===== src/rtl/fd_config_arbiter_if.sv =====
`default_nettype none
// ============================================================================
// Module : fd_config_arbiter_if
// Bundles the requester handshake and the divider-facing configuration bus.
// Revision: 1.0
// ============================================================================
interface fd_config_arbiter_if #(
  parameter int NUM_REQ = 4,
  parameter int DATA_W  = 32
);
  localparam int IDX_W = (NUM_REQ > 1) ? $clog2(NUM_REQ) : 1;

  logic                      RunEn;
  logic [NUM_REQ-1:0]        Req;
  logic [NUM_REQ*DATA_W-1:0] ReqDiv;
  logic [NUM_REQ-1:0]        Ack;
  logic                      Err;
  logic                      Busy;
  logic [IDX_W-1:0]          GrantIdx;
  logic [DATA_W-1:0]         CurDiv;
  logic [DATA_W-1:0]         Din;
  logic                      ConfigDiv;
  logic                      Enable;

  modport master (
    output RunEn, Req, ReqDiv,
    input  Ack, Err, Busy, GrantIdx, CurDiv, Din, ConfigDiv, Enable
  );

  modport slave (
    input  RunEn, Req, ReqDiv,
    output Ack, Err, Busy, GrantIdx, CurDiv, Din, ConfigDiv, Enable
  );
endinterface
`default_nettype wire


===== src/rtl/fd_config_arbiter.sv =====
`default_nettype none
// ============================================================================
// Module : fd_config_arbiter
// Round-robin arbiter sequencing stop/load/settle/enable of a shared divider.
// Option : FDC_SKIP_SAME_EN acknowledges an unchanged nonzero ratio at once.
// Revision: 1.0
// ============================================================================
module fd_config_arbiter #(
  parameter int NUM_REQ       = 4,
  parameter int DATA_W        = 32,
  parameter int SETTLE_CYCLES = 2
) (
  input  wire logic          Clk,
  input  wire logic          ResetN,
  fd_config_arbiter_if.slave bus
);
  localparam int IDX_W = (NUM_REQ > 1) ? $clog2(NUM_REQ) : 1;
  localparam int CNT_W = 4;

  typedef enum logic [1:0] {
    S_IDLE   = 2'd0,
    S_STOP   = 2'd1,
    S_LOAD   = 2'd2,
    S_SETTLE = 2'd3
  } state_t;

  state_t             r_state, w_state_nxt;
  logic [IDX_W-1:0]   r_ptr, w_ptr;
  logic [DATA_W-1:0]  r_ratio, w_ratio;
  logic [CNT_W-1:0]   r_cnt, w_cnt;
  logic [NUM_REQ-1:0] r_ack, w_ack;
  logic               r_err, w_err;
  logic               r_busy;
  logic [IDX_W-1:0]   r_grant, w_grant;
  logic [DATA_W-1:0]  r_cur, w_cur;
  logic [DATA_W-1:0]  r_din, w_din;
  logic               r_cfg, w_cfg;
  logic               r_en, w_en;

  logic               w_found;
  logic [IDX_W-1:0]   w_idx;
  logic [IDX_W-1:0]   w_ptr_inc;
  logic [DATA_W-1:0]  w_sel_div;
  logic               w_same;

  // First requester at or above the pointer, wrapping around.
  always_comb begin : p_pick
    w_found = 1'b0;
    w_idx   = '0;
    for (int k = 0; k < NUM_REQ; k++) begin
      if (!w_found && bus.Req[(int'(r_ptr) + k) % NUM_REQ]) begin
        w_found = 1'b1;
        w_idx   = IDX_W'((int'(r_ptr) + k) % NUM_REQ);
      end
    end
  end

  assign w_ptr_inc = (w_idx == IDX_W'(NUM_REQ - 1)) ? '0 : w_idx + IDX_W'(1);
  assign w_sel_div = bus.ReqDiv[int'(w_idx)*DATA_W +: DATA_W];

`ifdef FDC_SKIP_SAME_EN
  assign w_same = (w_sel_div == r_cur);
`else
  assign w_same = 1'b0;
`endif

  always_comb begin : p_next
    w_state_nxt = r_state;
    w_ptr       = r_ptr;
    w_ratio     = r_ratio;
    w_cnt       = r_cnt;
    w_ack       = '0;
    w_err       = 1'b0;
    w_grant     = r_grant;
    w_cur       = r_cur;
    w_din       = r_din;
    w_cfg       = 1'b0;
    w_en        = 1'b0;
    case (r_state)
      S_IDLE: begin
        w_en = bus.RunEn;
        if (w_found) begin
          w_grant = w_idx;
          w_ratio = w_sel_div;
          w_ptr   = w_ptr_inc;
          if (w_sel_div == '0) begin
            w_ack = NUM_REQ'(1) << w_idx;
            w_err = 1'b1;
          end else if (w_same) begin
            w_ack = NUM_REQ'(1) << w_idx;
          end else begin
            w_en        = 1'b0;
            w_state_nxt = S_STOP;
          end
        end
      end
      S_STOP: begin
        w_din       = r_ratio;
        w_cfg       = 1'b1;
        w_state_nxt = S_LOAD;
      end
      S_LOAD: begin
        w_cur       = r_ratio;
        w_cnt       = CNT_W'(SETTLE_CYCLES - 1);
        w_state_nxt = S_SETTLE;
      end
      S_SETTLE: begin
        if (r_cnt == '0) begin
          w_ack       = NUM_REQ'(1) << r_grant;
          w_en        = bus.RunEn;
          w_state_nxt = S_IDLE;
        end else begin
          w_cnt = r_cnt - CNT_W'(1);
        end
      end
      default: w_state_nxt = S_IDLE;
    endcase
  end

  always_ff @(posedge Clk or negedge ResetN) begin : p_regs
    if (!ResetN) begin
      r_state <= S_IDLE;
      r_ptr   <= '0;
      r_ratio <= '0;
      r_cnt   <= '0;
      r_ack   <= '0;
      r_err   <= 1'b0;
      r_busy  <= 1'b0;
      r_grant <= '0;
      r_cur   <= DATA_W'(1);
      r_din   <= DATA_W'(1);
      r_cfg   <= 1'b0;
      r_en    <= 1'b0;
    end else begin
      r_state <= w_state_nxt;
      r_ptr   <= w_ptr;
      r_ratio <= w_ratio;
      r_cnt   <= w_cnt;
      r_ack   <= w_ack;
      r_err   <= w_err;
      r_busy  <= (w_state_nxt != S_IDLE);
      r_grant <= w_grant;
      r_cur   <= w_cur;
      r_din   <= w_din;
      r_cfg   <= w_cfg;
      r_en    <= w_en;
    end
  end

  assign bus.Ack       = r_ack;
  assign bus.Err       = r_err;
  assign bus.Busy      = r_busy;
  assign bus.GrantIdx  = r_grant;
  assign bus.CurDiv    = r_cur;
  assign bus.Din       = r_din;
  assign bus.ConfigDiv = r_cfg;
  assign bus.Enable    = r_en;
endmodule
`default_nettype wire


===== src/flat_wrapper.sv =====
// flat-port wrapper written by rule: the top's interface ports become plain ports
module fd_config_arbiter_flat 
#(
  parameter int NUM_REQ       = 4,
  parameter int DATA_W        = 32,
  parameter int SETTLE_CYCLES = 2
)
  (Clk, ResetN, bus_RunEn, bus_Req, bus_ReqDiv, bus_Ack, bus_Err, bus_Busy, bus_GrantIdx, bus_CurDiv, bus_Din, bus_ConfigDiv, bus_Enable);
  fd_config_arbiter_if #(.NUM_REQ(NUM_REQ), .DATA_W(DATA_W)) bus_i ();
  input  wire logic Clk;
  input  wire logic ResetN;
  input wire logic [$bits(bus_i.RunEn)-1:0] bus_RunEn;
  input wire logic [$bits(bus_i.Req)-1:0] bus_Req;
  input wire logic [$bits(bus_i.ReqDiv)-1:0] bus_ReqDiv;
  output wire logic [$bits(bus_i.Ack)-1:0] bus_Ack;
  output wire logic [$bits(bus_i.Err)-1:0] bus_Err;
  output wire logic [$bits(bus_i.Busy)-1:0] bus_Busy;
  output wire logic [$bits(bus_i.GrantIdx)-1:0] bus_GrantIdx;
  output wire logic [$bits(bus_i.CurDiv)-1:0] bus_CurDiv;
  output wire logic [$bits(bus_i.Din)-1:0] bus_Din;
  output wire logic [$bits(bus_i.ConfigDiv)-1:0] bus_ConfigDiv;
  output wire logic [$bits(bus_i.Enable)-1:0] bus_Enable;
  assign bus_i.RunEn = bus_RunEn;
  assign bus_i.Req = bus_Req;
  assign bus_i.ReqDiv = bus_ReqDiv;
  assign bus_Ack = bus_i.Ack;
  assign bus_Err = bus_i.Err;
  assign bus_Busy = bus_i.Busy;
  assign bus_GrantIdx = bus_i.GrantIdx;
  assign bus_CurDiv = bus_i.CurDiv;
  assign bus_Din = bus_i.Din;
  assign bus_ConfigDiv = bus_i.ConfigDiv;
  assign bus_Enable = bus_i.Enable;
  fd_config_arbiter #(.NUM_REQ(NUM_REQ), .DATA_W(DATA_W), .SETTLE_CYCLES(SETTLE_CYCLES)) u_core (.Clk(Clk), .ResetN(ResetN), .bus(bus_i));
endmodule

===== config.mk =====
export PLATFORM = sky130hd
export DESIGN_NAME = fd_config_arbiter_flat
export DESIGN_NICKNAME = d
export VERILOG_FILES = /design/src/rtl/fd_config_arbiter_if.sv /design/src/rtl/fd_config_arbiter.sv /design/src/flat_wrapper.sv
export SDC_FILE = /design/constraint.sdc
export NUM_CORES = 1
export LEC_CHECK = 0
export ABC_AREA = 1
export BUFFER_PORTS_ARGS = -buffer_cell sky130_fd_sc_hd__buf_4
export CAP_MARGIN = 20
export CORE_MARGIN = 5
export CORE_UTILIZATION = 35
export CTS_CLUSTER_DIAMETER = 120
export CTS_CLUSTER_SIZE = 40
export DETAILED_ROUTE_END_ITERATION = 10
export GPL_TIMING_DRIVEN = 0
export SYNTH_ARGS = -nofsm -noshare
export SYNTH_HDL_FRONTEND = slang
export SYNTH_SLANG_ARGS = --single-unit

===== constraint.sdc =====
create_clock -name Clk -period 4 [get_ports Clk]
set_input_delay 0.4 -clock Clk [delete_from_list [all_inputs] [get_ports Clk]]
set_output_delay 0.4 -clock Clk [all_outputs]
set_load 0.05 [all_outputs]

==> results.cfg, run 1 <==
[min_path]
min_path_cells = 3
hold_path_class = primary input to flop
hold_path_end = u_core.bus.Enable
hp-start = bus_RunEn

[synth]
syn_avg_cell_area_um2 = 8.05
ys_seq_area_share_pct = 47.4
synth_top_area_share_pct = 46.5
async_flop_share_pct = 100
syn_nets = 894
synth_area_um2 = 6030
yosysTopAreaCell = dfrtp_1
ys_ff_latch = 114
synth.area.top_cells = dfrtp_1, nand2_1, nand3_1
synth-edff-count = 0
synth_warnings = 0
synth_cell_type_count = 28
synth_cells = 749
synth-main-ff-cell = dfrtp_1

[sta]
clock-skew-final_ns = 0.0123
finalCritPeriodShare_pct = 73.0
worst_pin_slew_ns = 0.568
tns_ns = 0
fin_crit_ns = 2.92
grt_setup_unrepaired = no
whs_ns = 0.235
drv_slew = 0
slew-limit-headroom_pct = 62.2
hold_viol = 0
fmax_mhz = 342
finalSetupViolCount = 0

[detailed_routing]
routed_wl_um = 21200
drc = 0
avgViaCountPerCell = 4.93
wl_per_cell_um = 17.4
drtPass1Iterations = 5
via_count = 5995
drtIter0Drc = 339
drtAntennaViolNets = 0

[final_layout]
fillCellCount = 1745
fin_area_um2 = 8560
mostFrequentLayoutCells = nand2_1, buf_4, dfrtp_1
diodes = 0
fin_nets = 1123
layout.cells.most_common = nand2_1
fin_cells = 1216
drive_gt1_share_pct = 32.4
area_growth_pct = 42.0

[worst_setup_path]
critPathLaunchType = flop
arrival_ns = 3.21
required_ns = 4.29
cp_max_fo = 11
path_class = flop to flop
critical-path-top-delay-family = simple AND/OR/NAND/NOR gates
cp_cell_sequence = buf_4 > inv_4 > nand2_2 > nand2_2 > nand2_1 > nand2_1 > nor2_4 > nand3_2 > nand3_2 > buf_6 > buf_6 > nand2_1 > nand3_1 > nand2_1 > nand2_1 > nor2_1 > nand2_1 > nor2_4 > nand2_2 > nand2_2 > nand2_1 > nand2_1 > nand2_1
crit_top_cell = nand2_1
r2r_cells = 23
slowest_delay_ns = 0.35
reg2reg_slack_ns = 1.08
reg2reg_to = u_core.bus.Busy
slowest_stage = dfrtp_1
setup.worst_path.end_class = flop
crit-reg2reg-launch = u_core.r_ptr[0]
worst-path-buf-inv = 4

[cts]
clk_pin_slew_ns = 0.06
cts_tree = built
cts_num_sinks = 114
clockBufferDepth = 2
root_buffer = clkbuf_16
cts_resized = 0
clock_latency_ns = 0.41
htree_levels = 4
cts_made_buffers = 17

[placement]
hpwl_um = 16800
gp_congestion = 0.957
port_buffers = 208
dp.cells = 1183
placed_area_um2 = 7900

[global_routing]
antenna_found_initial = 0
grt_pass1_wl_um = 33200
overflow = 0
grt_use_met1_pct = 28.3
grt_use_total_pct = 21.5
grt_max_degree = 65
use_met2_pct = 33.8
use_met3_pct = 6.41
grt_pass1_vias = 5983
grt.busiest_layer = met2

[floorplan]
num_rows = 48
coreArea_um2 = 17100
dieArea_um2 = 19900
io_pins = 209
dieHeight_um = 141
start_util_pct = 35.2
die-width_um = 141

[run]
maxCapViolations = 0

[run_status]
status = finished, final reports clean
-- worst register-to-register path, delay by kind of cell (launching register included) --
kind | cells | cell delay, ns
buffers and inverters | 4 | 0.64
flip-flops | 1 | 0.35
AND/OR/NAND/NOR | 19 | 1.82
-- state kept, by name, indices dropped and copies added (netlist names) --
| signal | flops |
|---|---|
| u_core.bus.Din | 32 |
| u_core.r_ptr | 2 |
| u_core.bus.Err | 1 |
| u_core.bus.ConfigDiv | 1 |
| u_core.r_state | 2 |
| u_core.bus.Ack | 4 |
| u_core.bus.GrantIdx | 2 |
| u_core.r_ratio | 32 |
| u_core.r_cnt | 4 |
| u_core.bus.Enable | 1 |
| u_core.bus.CurDiv | 32 |
| u_core.bus.Busy | 1 |
-- cell usage after synthesis, types with 2 or more instances --
cell and count:
nand2_1 309, dfrtp_1 112, nand3_1 77, nand4_1 51
o21ai_0 37, mux2_2 32, inv_1 24, clkbuf_1 19
buf_2 17, nor2_1 14, ha_1 10, buf_6 9
a21oi_1 7, nand2_2 6, inv_2 4, buf_4 3
nor2_4 3, o22ai_1 3, dfstp_2 2, nand3_2 2
-- metrics by stage --
step | utilization (%) | worst slack (ns)
after floorplan | - | 1.65
after global placement | 46.0 | 1.11
after detailed placement | 46.2 | 1.10
after CTS | 50.0 | 1.08
after global routing | 50.0 | 0.759
final | 50.0 | 1.08
-- worst max path at each step --
stage | from | endpoint | cells after the start | slack, ns
final | u_core.r_ptr[0] | u_core.bus.Busy | 23 | 1.08
after global routing | u_core.r_ptr[0] | u_core.bus.Busy | 22 | 0.76
after CTS | u_core.r_ptr[0] | u_core.bus.Busy | 23 | 1.08
after detailed placement | u_core.r_ptr[0] | u_core.bus.Busy | 23 | 1.10
after global placement | u_core.r_ptr[0] | u_core.bus.Busy | 22 | 1.11
after floorplan | u_core.r_ptr[0] | u_core.bus.Busy | 21 | 1.65
-- final cells by class --
cell class	count	area (um2)	area share, %
clock inverters	12	180	2.10
well taps	225	282	3.29
inverters	31	120	1.40
flip-flops and latches	114	2860	33.4
clock buffers	20	467	5.45
multi-input cells	556	2770	32.4
plain buffers	48	280	3.27
repair buffers	210	1600	18.7
-- repair_timing --
| action | in CTS | in global routing |
|---|---|---|
| buffers inserted | 0 | 0 |
| hold buffers | 1 | 0 |
| hold endpoints to repair | 49 | 0 |
| setup endpoints to repair | 0 | 0 |
-- cells by family after synthesis --
family	synth area share, %
simple gates	33.3
fa+ha+maj	2.08
mux	5.98
flops	47.4
compound gates	4.34
xor+xnor	0.291
buf+inv	6.64
-- metal layers --
metal | part of all wire [%] | vias to the layer above | wire [um]
met5 | 0 | - | 0
met1 | 43 | 2768 | 9040
met4 | 2.3 | 0 | 494
met3 | 8.4 | 36 | 1780
met2 | 47 | 248 | 9850
li1 | - | 2943 | -
Power of run 1 is not shown: default switching activity piles up to over one toggle a cycle in this logic, so the estimate is an artifact.
==> run 2, diff against run 1 <==
==> constraint.sdc (replaced) <==
create_clock -name Clk -period 2.7 [get_ports Clk]
set_input_delay 0.27 -clock Clk [delete_from_list [all_inputs] [get_ports Clk]]
set_output_delay 0.27 -clock Clk [all_outputs]
set_load 0.05 [all_outputs]
==> run 2 against run 1 <==
The flow now finishes with violations (negative setup slack). Register-to-register slack worse by 1.1 ns. Critical path depth stayed put. Design area is 8.2% higher. Final cell count is 1.9% higher. Die area stayed put. Routed wire length is 4.0% higher. First-iteration DRC count is 8.8% higher. Maximum frequency is 5.7% higher. Sequential share of layout area is 2.5 points lower. Via count is 2.7% higher. Highest routed layer unchanged.
==> results.cfg, run 2 (synthesis gave the netlist of run 1 again) <==
[worst_setup_path]
critical-path-top-delay-family = simple AND/OR/NAND/NOR gates
cp_max_fo = 10
slowest_delay_ns = 0.40
crit_top_cell = nand2_2
slowest_stage = dfrtp_1
reg2reg_slack_ns = -0.06
arrival_ns = 3.05
r2r_cells = 23
setup.worst_path.end_class = flop
cp_cell_sequence = buf_6 > inv_8 > nand2_2 > nand2_4 > nand2_2 > nand2_2 > nor2_4 > nand3_4 > nand3_4 > buf_12 > buf_8 > nand2_1 > nand3_1 > nand2_2 > nand2_1 > nor2_1 > nand2_1 > nor2_4 > nand2_2 > nand2_2 > nand2_1 > nand2_2 > nand2_1
worst-path-buf-inv = 4
required_ns = 2.99
critPathLaunchType = flop
path_class = flop to flop
crit_cells = 23

[final_layout]
diodes = 0
mostFrequentLayoutCells = nand2_1, buf_4, dfrtp_1
fin_nets = 1146
drive_gt1_share_pct = 43.6
layout.cells.most_common = nand2_1
fillCellCount = 1660
area_growth_pct = 53.7

[floorplan]
coreArea_um2 = 17100
die-width_um = 141
dieArea_um2 = 19900
start_util_pct = 35.2
dieHeight_um = 141
num_rows = 48
io_pins = 209

[sta]
fin_crit_ns = 2.76
hold_viol = 0
clock-skew-final_ns = 0.0107
fin_ws_ns = -0.0621
drv_slew = 0
fmax_mhz = 362
finalCritPeriodShare_pct = 102
finalSetupViolCount = 6
whs_ns = 0.101
grt_setup_unrepaired = yes
slew-limit-headroom_pct = 61.3
worst_pin_slew_ns = 0.580

[min_path]
min_path_cells = 3
hold_path_class = primary input to flop

[detailed_routing]
routed_wl_um = 22000
drtAntennaViolNets = 0
wl_per_cell_um = 17.8
drtPass1Iterations = 4
drc = 0
via_count = 6159
drtIter0Drc = 369
avgViaCountPerCell = 4.97

[cts]
htree_levels = 4
clock_latency_ns = 0.41
cts_tree = built
clockBufferDepth = 2
root_buffer = clkbuf_16
cts_num_sinks = 114
cts_made_buffers = 17
clk_pin_slew_ns = 0.06

[run_status]
violations = negative setup slack
status = finished with violations

[placement]
port_buffers = 208
gp_congestion = 0.957
hpwl_um = 16800

[global_routing]
grt_use_total_pct = 21.8
grt_pass1_wl_um = 33700
antenna_found_initial = 0
grt_pass1_vias = 6058
overflow = 0
grt_max_degree = 65

[run]
maxCapViolations = 0
==> run 2: changes by cell type in the layout (fill, tap and decap cells not counted), moves of 5 or more <==
cell | before | now
nand3_1 | 77 | 50
nand3_2 | 2 | 26
nand2_2 | 6 | 60
buf_4 | 210 | 235
clkbuf_2 | 0 | 5
buf_12 | 0 | 6
buf_2 | 17 | 4
clkbuf_1 | 19 | 14
nand2_1 | 309 | 251
==> run 2: per-layer routing <==
metal | up-vias | routed length [um] | global-route usage [%]
met5 | - | 0 | 0
met4 | 0 | 534 | 7.09
met3 | 39 | 1880 | 6.38
met2 | 261 | 10400 | 35.0
met1 | 2867 | 9180 | 28.5
li1 | 2992 | - | -
==> run 2: path summary, 6_finish.rpt <==
check                                      start                     to
setup reg to reg                 u_core.r_ptr[0]        u_core.bus.Busy
min in group asynchronous                 ResetN  u_core.bus.CurDiv[15]
setup / recovery                 u_core.r_ptr[0]        u_core.bus.Busy
max in group asynchronous                 ResetN        u_core.r_ptr[1]
hold reg to reg            u_core.bus.CurDiv[31]  u_core.bus.CurDiv[31]
hold / removal                         bus_RunEn      u_core.bus.Enable
==> run 2: what timing repair did <==
item / CTS / global route
pin swaps: 12 / 36
hold buffers: 1 / 0
setup endpoints to repair: 8 / 38
gates cloned: 1 / 2
gates resized for setup: 56 / 94
hold endpoints to repair: 49 / 0
setup buffers: 7 / 13
==> run 2: final cells by class <==
| cell class | instances | area (um2) | area share [%] |
|---|---|---|---|
| buffer | 48 | 415 | 4.48 |
| sequential | 114 | 2860 | 30.8 |
| timing repair buffer | 233 | 1810 | 19.5 |
| multi-input combinational | 556 | 3120 | 33.7 |
| clock inverter | 12 | 180 | 1.95 |
| tap | 225 | 282 | 3.04 |
| clock buffer | 20 | 467 | 5.04 |
| inverter | 31 | 136 | 1.47 |
==> run 2: metrics by stage <==
| stage | utilization, % | instances | area (um2) | TNS, ns | setup slack, ns |
|---|---|---|---|---|---|
| after floorplan | - | 749 | 6030 | 0 | 0.350 |
| after global placement | 46.0 | 1182 | 7870 | -0.899 | -0.194 |
| after detailed placement | 46.2 | 1183 | 7900 | -0.951 | -0.205 |
| after CTS | 51.4 | 1224 | 8800 | 0 | 0.00269 |
| after global routing | 54.1 | 1239 | 9260 | -1.49 | -0.234 |
| final | 54.1 | 1239 | 9260 | -0.197 | -0.0621 |
==> run 2: worst reg2reg max path, stage by stage, from the launching register on <==
cell,delay [ns]
dfrtp_1,0.40
buf_6,0.15
inv_8,0.09
nand2_2,0.07
nand2_4,0.09
nand2_2,0.07
nand2_2,0.08
nor2_4,0.05
nand3_4,0.11
nand3_4,0.13
buf_12,0.18
buf_8,0.14
nand2_1,0.06
nand3_1,0.14
nand2_2,0.13
nand2_1,0.06
nor2_1,0.10
nand2_1,0.10
nor2_4,0.16
nand2_2,0.08
nand2_2,0.09
nand2_1,0.07
nand2_2,0.06
nand2_1,0.05
Power of run 2 is left out for the same reason.
==> run 3, diff against run 2 <==
--- a/config.mk
+++ b/config.mk
@@ -14,6 +14,7 @@
 export CTS_CLUSTER_SIZE = 40
 export DETAILED_ROUTE_END_ITERATION = 10
 export GPL_TIMING_DRIVEN = 0
+export MAX_ROUTING_LAYER = met4
 export SYNTH_ARGS = -nofsm -noshare
 export SYNTH_HDL_FRONTEND = slang
 export SYNTH_SLANG_ARGS = --single-unit
==> constraint.sdc (replaced) <==
create_clock -name Clk -period 3.55 [get_ports Clk]
set_input_delay 0.355 -clock Clk [delete_from_list [all_inputs] [get_ports Clk]]
set_output_delay 0.355 -clock Clk [all_outputs]
set_load 0.05 [all_outputs]
==> run 3 against run 2 <==
The flow now finishes without violations. First-iteration DRC count is 5.1% lower. Maximum frequency decreased by 5.3%. Clock-buffer cell count grew 2. Final cell count decreased by 1.9%. Critical path depth is 1 lower. Critical endpoint unchanged. Highest routed layer unchanged.
==> results.cfg, run 3 (synthesis gave the netlist of run 1 again) <==
[run_status]
status = finished, final reports clean

[worst_setup_path]
slowest_stage = dfrtp_1
reg2reg_slack_ns = 0.63
cp_cell_sequence = buf_4 > inv_4 > nand2_1 > nand3_1 > nand2_2 > nor2_4 > nand3_1 > nand3_1 > nand2_2 > clkinv_2 > buf_4 > nand3_1 > nand2_1 > nand2_1 > nor2_1 > nand2_1 > nor2_4 > nand2_2 > nand2_2 > nand2_1 > nand2_1 > nand2_1
path_class = flop to flop
crit_top_cell = nand2_1
critPathLaunchType = flop
arrival_ns = 3.20
cp_max_fo = 10
required_ns = 3.84
setup.worst_path.end_class = flop
slowest_delay_ns = 0.35

[final_layout]
layout.cells.most_common = nand2_1
fin_cells = 1216
fin_util_pct = 49.6
diodes = 0
fin_nets = 1123
drive_gt1_share_pct = 32.2
fillCellCount = 1700
area_growth_pct = 40.9
mostFrequentLayoutCells = nand2_1, buf_4, dfrtp_1

[sta]
tns_ns = 0
finalCritPeriodShare_pct = 82.1
clock-skew-final_ns = 0.00767
drv_slew = 0
fin_crit_ns = 2.92
whs_ns = 0.188
hold_viol = 0
worst_pin_slew_ns = 0.615
slew-limit-headroom_pct = 59.0
grt_setup_unrepaired = no
fmax_mhz = 343
finalSetupViolCount = 0

[cts]
clockBufferDepth = 2
root_buffer = clkbuf_16
clk_pin_slew_ns = 0.05
cts_num_sinks = 114
clock_latency_ns = 0.41
cts_made_buffers = 17
cts_tree = built
htree_levels = 4
cts_resized = 0
post-cts-setup-buffers = 0

[floorplan]
coreArea_um2 = 17100
die-width_um = 141
io_pins = 209
start_util_pct = 35.2
dieArea_um2 = 19900
dieHeight_um = 141
num_rows = 48

[global_routing]
grt_use_total_pct = 21.7
grt_max_degree = 84
use_met3_pct = 4.72
overflow = 0
antenna_found_initial = 0
grt_pass1_wl_um = 32600
use_met2_pct = 34.2
grt_use_met1_pct = 28.6
grt.busiest_layer = met2
grt_pass1_vias = 5869

[detailed_routing]
drtIter0Drc = 350
drc = 0
drtPass1Iterations = 7
wl_per_cell_um = 17.5
routed_wl_um = 21200
drtAntennaViolNets = 0
via_count = 5980
avgViaCountPerCell = 4.92

[placement]
dp.cells = 1183
hpwl_um = 16800
gp_congestion = 0.961
port_buffers = 208

[run]
maxCapViolations = 0

[min_path]
hold_path_class = primary input to flop
run 3: layout make-up:
cell class / count / area [um2] / share of cell area, %
flip-flops and latches: 114 / 2860 / 33.6
multi-input cells: 556 / 2770 / 32.6
repair buffers: 210 / 1600 / 18.9
clock buffers: 22 / 474 / 5.58
well taps: 225 / 282 / 3.31
plain buffers: 48 / 280 / 3.30
inverters: 31 / 120 / 1.41
clock inverters: 10 / 108 / 1.27
run 3: worst max-delay path, delay by kind of cell, from the launching register on:
kind | cells | cell delay, ns
flops | 1 | 0.35
buf+inv | 4 | 0.64
simple gates | 18 | 1.80
run 3: final timing paths:
check | end | start | depth (start not counted)
max | u_core.bus.Busy | u_core.r_ptr[0] | 22
min | u_core.bus.Enable | bus_RunEn | 3
max reg2reg | u_core.bus.Busy | u_core.r_ptr[0] | 22
min reg2reg | u_core.bus.CurDiv[7] | u_core.bus.CurDiv[7] | 2
max in group asynchronous | u_core.r_ratio[3] | ResetN | 3
min in group asynchronous | u_core.bus.CurDiv[31] | ResetN | 2
run 3: metal layers:
layer  wire, um  vias to the layer above  part of all wire, %
met5          0                        -                    0
met3       1410                       27                  6.6
met4        386                        0                  1.8
met1       9520                     2750                   45
met2       9920                      259                   47
li1           -                     2944                    -
run 3: stage by stage:
step / setup slack, ns / cell area, um2
4_1_cts: 0.642 / 8490
5_1_grt: 0.345 / 8490
6_report: 0.635 / 8490
3_3_place_gp: 0.660 / 7870
2_1_floorplan: 1.20 / 6030
3_5_place_dp: 0.653 / 7900
run 3: repair_timing:
| item | CTS | global route |
|---|---|---|
| setup endpoints to repair | 0 | 0 |
| hold buffers | 1 | 0 |
| hold endpoints to repair | 31 | 0 |
Power of run 3 is left out for the same reason.
